File: src/rtl/hilo_spec_pkg.sv
// Shared HI/LO definitions: write-mask type, queue entry layout and half selectors.
package hilo_spec_pkg;

    // Per-half write enable: bit1 = HI, bit0 = LO.
    typedef logic [1:0] hilo_mask_t;

    localparam hilo_mask_t HILO_MASK_HI = 2'b10;
    localparam hilo_mask_t HILO_MASK_LO = 2'b01;

    // Natural width of one half for the standard 32-bit core.
    localparam int HILO_DATA_WIDTH = 32;

    // One pending write as held in the queue.
    typedef struct packed {
        hilo_mask_t                     mask;
        logic [2*HILO_DATA_WIDTH-1:0]   data;
    } hilo_entry_t;

    // True when the mask enables the selected half.
    function automatic logic hilo_mask_has(input hilo_mask_t m, input hilo_mask_t sel);
        return |(m & sel);
    endfunction

endpackage

File: src/rtl/hilo_spec_fwd.sv
// hilo_fwd: per-half priority selector picking the youngest pending write
// for each of HI and LO, falling back to the architectural value.
module hilo_fwd
    import hilo_spec_pkg::*;
#(
    parameter int DATA_WIDTH = 32,
    parameter int DEPTH      = 4
) (
    input  hilo_mask_t                      entry_mask [DEPTH],
    input  logic [2*DATA_WIDTH-1:0]         entry_data [DEPTH],
    input  logic [DEPTH-1:0]                valid,
    input  logic [$clog2(DEPTH)-1:0]        wr_ptr,
    input  logic [2*DATA_WIDTH-1:0]         arch_data,
    output logic [2*DATA_WIDTH-1:0]         fwd_data
);

    localparam int PW = $clog2(DEPTH);

    genvar gi;
    generate
        for (gi = 0; gi < 2; gi++) begin : g_half
            logic [DATA_WIDTH-1:0] half_sel;
            logic [PW-1:0]         idx;

            // Walk oldest-to-youngest slot so the youngest matching entry wins.
            always_comb begin
                half_sel = arch_data[gi*DATA_WIDTH +: DATA_WIDTH];
                idx      = '0;
                for (int k = DEPTH - 1; k >= 0; k--) begin
                    idx = wr_ptr - PW'(k + 1);
                    if (valid[idx] && entry_mask[idx][gi]) begin
                        half_sel = entry_data[idx][gi*DATA_WIDTH +: DATA_WIDTH];
                    end
                end
            end

            assign fwd_data[gi*DATA_WIDTH +: DATA_WIDTH] = half_sel;
        end
    endgenerate

endmodule

File: src/rtl/hilo_spec.sv
// hilo_spec: speculative HI/LO register pair with an in-order pending-write
// queue. Define HILO_FORWARD_EN to build youngest-entry forwarding on rddata;
// otherwise rddata mirrors the architectural value.
module hilo_spec
    import hilo_spec_pkg::*;
#(
    parameter int DATA_WIDTH = 32,
    parameter int DEPTH      = 4
) (
    input  logic                            clk,
    input  logic                            rst,
    input  logic                            push,
    input  logic [1:0]                      push_mask,
    input  logic [2*DATA_WIDTH-1:0]         push_data,
    input  logic                            commit,
    input  logic                            flush,
    output logic                            full,
    output logic                            empty,
    output logic [$clog2(DEPTH+1)-1:0]      count,
    output logic                            commit_err,
    output logic [2*DATA_WIDTH-1:0]         rddata,
    output logic [2*DATA_WIDTH-1:0]         arch_rddata
);

    localparam int PW = $clog2(DEPTH);
    localparam int CW = $clog2(DEPTH + 1);
    localparam int WW = 2 * DATA_WIDTH;

    logic [PW-1:0] wr_ptr_q, wr_ptr_d;
    logic [PW-1:0] rd_ptr_q, rd_ptr_d;
    logic [CW-1:0] count_q, count_d;
    logic [WW-1:0] arch_q, arch_d;
    logic          commit_err_q, commit_err_d;

    hilo_mask_t    mask_mem [DEPTH];
    logic [WW-1:0] data_mem [DEPTH];

    logic push_ok;
    logic commit_ok;

    assign full        = (count_q == CW'(DEPTH));
    assign empty       = (count_q == '0);
    assign count       = count_q;
    assign commit_err  = commit_err_q;
    assign arch_rddata = arch_q;

    // Next-state: commit retires before flush discards; pushes are dropped
    // in flush cycles and when full unless a commit frees a slot.
    always_comb begin
        wr_ptr_d     = wr_ptr_q;
        rd_ptr_d     = rd_ptr_q;
        count_d      = count_q;
        arch_d       = arch_q;
        commit_ok    = commit && !empty;
        push_ok      = push && (!full || commit) && !flush;
        commit_err_d = commit && empty;

        if (commit_ok) begin
            if (hilo_mask_has(mask_mem[rd_ptr_q], HILO_MASK_HI)) begin
                arch_d[WW-1 -: DATA_WIDTH] = data_mem[rd_ptr_q][WW-1 -: DATA_WIDTH];
            end
            if (hilo_mask_has(mask_mem[rd_ptr_q], HILO_MASK_LO)) begin
                arch_d[DATA_WIDTH-1:0] = data_mem[rd_ptr_q][DATA_WIDTH-1:0];
            end
        end

        if (flush) begin
            rd_ptr_d = wr_ptr_q;
            count_d  = '0;
        end else begin
            wr_ptr_d = wr_ptr_q + PW'(push_ok);
            rd_ptr_d = rd_ptr_q + PW'(commit_ok);
            count_d  = count_q + CW'(push_ok) - CW'(commit_ok);
        end
    end

    // Control and architectural registers with synchronous active-low reset.
    always_ff @(posedge clk) begin
        if (!rst) begin
            wr_ptr_q     <= '0;
            rd_ptr_q     <= '0;
            count_q      <= '0;
            arch_q       <= '0;
            commit_err_q <= 1'b0;
        end else begin
            wr_ptr_q     <= wr_ptr_d;
            rd_ptr_q     <= rd_ptr_d;
            count_q      <= count_d;
            arch_q       <= arch_d;
            commit_err_q <= commit_err_d;
        end
    end

    // Entry storage; stale slots are never read because validity gates every use.
    always_ff @(posedge clk) begin
        if (rst && push_ok) begin
            mask_mem[wr_ptr_q] <= push_mask;
            data_mem[wr_ptr_q] <= push_data;
        end
    end

`ifdef HILO_FORWARD_EN
    logic [DEPTH-1:0] valid;

    genvar gi;
    generate
        for (gi = 0; gi < DEPTH; gi++) begin : g_valid
            // A slot is pending when its distance from the read pointer is below count.
            assign valid[gi] = (CW'(PW'(gi) - rd_ptr_q) < count_q);
        end
    endgenerate

    hilo_fwd #(
        .DATA_WIDTH (DATA_WIDTH),
        .DEPTH      (DEPTH)
    ) u_fwd (
        .entry_mask (mask_mem),
        .entry_data (data_mem),
        .valid      (valid),
        .wr_ptr     (wr_ptr_q),
        .arch_data  (arch_q),
        .fwd_data   (rddata)
    );
`else
    assign rddata = arch_q;
`endif

endmodule
File: config.mk
export PLATFORM = sky130hd
export DESIGN_NAME = hilo_spec
export DESIGN_NICKNAME = d
export VERILOG_FILES = /design/src/rtl/hilo_spec_pkg.sv /design/src/rtl/hilo_spec_fwd.sv /design/src/rtl/hilo_spec.sv
export SDC_FILE = /design/constraint.sdc
export NUM_CORES = 1
export LEC_CHECK = 0
export ABC_AREA = 1
export BUFFER_PORTS_ARGS = -buffer_cell sky130_fd_sc_hd__buf_2
export CORE_MARGIN = 4
export CORE_UTILIZATION = 24
export CTS_BUF_LIST = sky130_fd_sc_hd__clkbuf_4 sky130_fd_sc_hd__clkbuf_8 sky130_fd_sc_hd__clkbuf_16
export CTS_CLUSTER_SIZE = 10
export DETAILED_ROUTE_END_ITERATION = 16
export GPL_TIMING_DRIVEN = 0
export PLACE_DENSITY = 0.41
export SLEW_MARGIN = 15
export SYNTH_ARGS = -nofsm -noshare
export SYNTH_HDL_FRONTEND = slang
export SYNTH_SLANG_ARGS = --single-unit
File: constraint.sdc
create_clock -name clk -period 8.1 [get_ports clk]
set_input_delay 0.405 -clock clk [delete_from_list [all_inputs] [get_ports clk]]
set_output_delay 0.405 -clock clk [all_outputs]
set_load 0.03 [all_outputs]
==> metrics.cfg <==
[worst_setup_path]
critPathCaptureType=register
crit_required_ps=8340
cp_max_fo=9
path_class=register to register
crit_path_start_kind=register
reg2reg_slack_ps=5520
crit_arrival_ps=2820

[job]
drv_cap=0

[yosys]
ys_seq_elements=336
synth_largest_area_cell=edfxtp_1
synth-seq-area-share_pct=70.0
synthTopCellsByArea=edfxtp_1 59%, dfxtp_1 11%, nor2_1 9.2%
synth_top_area_share_pct=59.3
syn_inst=1237
synthesis.nets=1311
syn_area_per_cell_um2=10.8
syn_area_um2=13400
yosysUniqueCellTypes=27
synth_warnings=0

[grt]
overflow=0
antenna_found_initial=7
grt_pass1_wl_um=56600
grt_pass1_vias=9015
grt.total_usage_pct=12.4
grt_max_degree=22

[timing]
setup_viol=0
finalHoldViolCount=0
holdWs_ps=60.1
tightestPinTransition_ps=976
tns_ps=0
grt_setup_unrepaired=no
finClkSkew_ps=19.6
drv_slew=0
post-route-period-util_pct=31.8
slew_headroom_pct=34.9
post-route-min-period_ps=2580
max_freq_mhz=388

[detailed_routing]
drt-total-wl_um=37500
routedWlPerCell_um=16.4
ant_nets=0
via_count=9110
drc_errors=0
drt-initial-drc-count=409
firstDrtPassIters=5
vias_per_cell=3.98

[clocking]
cts_buffers=41
clockBufferDepth=3
clk-insertion-delay-late_ps=560
ctsResizeCount=0
cts_setup_buffers=0
hold_buffers=0
cts_tree=built
h-tree-depth=2
clkTransAtPathRegs_ps=60
cts_root_buf=clkbuf_16
cts.sinks=336

[power_and_ir_drop]
p_leak_nw=7.04
powerDensity_nw_per_um2=241
ir_worst_vdd_mv=0.113

[die]
initial_utilization_pct=24.3
core_area_um2=55100
die_x_um=244
io-pin-count=205
die_h_um=244
dieArea_um2=59600
std_cell_rows=86

[place]
portBuffers=204
dp_hpwl_um=25800
gp_congestion=0.686

[run_status]
status=completed

[cells_and_area]
syn_to_final_growth_pct=27.4
num_antenna_cells=0
drive_above_1_share_pct=26.5
nets=1584

[hold_path]
hp-class=input port to register

Yosys cell counts (all sizes together):
master    n
fa        1
nand2   146
ha        2
o22ai     1
xnor2     1
nand4     1
nor3      4
inv      84
edfxtp  264
dfxtp    72
o21ai   194
or2       2
clkbuf   29
nand3     6
a21oi     3
xor2      1
buf      96
and3      1
nor2    329
through the flow:
stage,power [mW],worst slack [ps],utilization (%),std cells,area [um2]
final,4.11,5520,30.9,2290,17000
after global routing,4.28,5330,30.9,2290,17000
after CTS,4.18,5490,30.9,2290,17000
after detailed placement,2.36,5370,28.5,2215,15700
after global placement,2.36,-2660,27.8,2189,15300
after floorplan,2.20,2150,-,1237,13400
sequential cells by signal, summed over array words and instances, names as in the netlist:
name	count
count	3
arch_rddata	64
wr_ptr_q	2
commit_err	1
data_mem	256
rd_ptr_q	2
mask_mem	8
power by group:
part | total (mW) | internal, mW | switching, mW
clock | 1.79 | 1.10 | 0.692
sequential | 1.92 | 1.90 | 0.0209
combinational | 0.395 | 0.125 | 0.270
total | 4.11 | 3.12 | 0.984
cells in the final DEF (no fill, tap or decap), types with 4 or more instances in the layout:
cell       instances
buf_16             4
buf_2            228
buf_4             78
buf_6             10
clkbuf_1          29
clkbuf_16         43
clkbuf_4          25
clkbuf_8           4
dfxtp_1           72
edfxtp_1         264
inv_1             83
nand2_1          144
nand3_1            6
nor2_1           326
o21ai_0          151
o21ai_1           43
cells by family after synthesis:
family	share of synthesized area [%]
xor gates and xnor gates	0.131
buffers and inverters	8.11
AOI/OAI and AO/OA	7.42
DFF	70.0
and+or+nand+nor	14.0
adders and majority gates	0.337
worst max-delay path: stages, from the launching register on:
cell,delay (ps)
dfxtp_1,410
nor2_1,60
nand3_1,140
nand3_1,280
nor3_2,490
buf_6,240
buf_4,200
buf_4,220
buf_4,220
path summary, 6_finish.rpt:
path | start | end | cells past startpoint
setup / recovery | count[0]$_SDFF_PP0_ | data_mem[0][16]$_DFFE_PP_ | 8
hold / removal | push_data[13] | data_mem[3][13]$_DFFE_PP_ | 1
setup reg to reg | count[0]$_SDFF_PP0_ | data_mem[0][16]$_DFFE_PP_ | 8
hold reg to reg | arch_rddata[49]$_SDFFE_PN0P_ | arch_rddata[49]$_SDFFE_PN0P_ | 4
final cells by class:
class                   count  area [um2]
inverters                  84         315
fillers                  5718       38100
clock buffers              72        1320
well taps                 748         936
multi-input cells         692        2950
clock inverters             3        20.0
flip-flops and latches    336        9370
repair buffers            230        1360
plain buffers             125         769
metal layers:
metal	wire length, um	global-route usage, %
met1	17100	16.4
met2	17500	20.4
met3	1990	3.08
met4	850	3.54
met5	57	0
No activity file was read; power rests on OpenSTA's default activity.
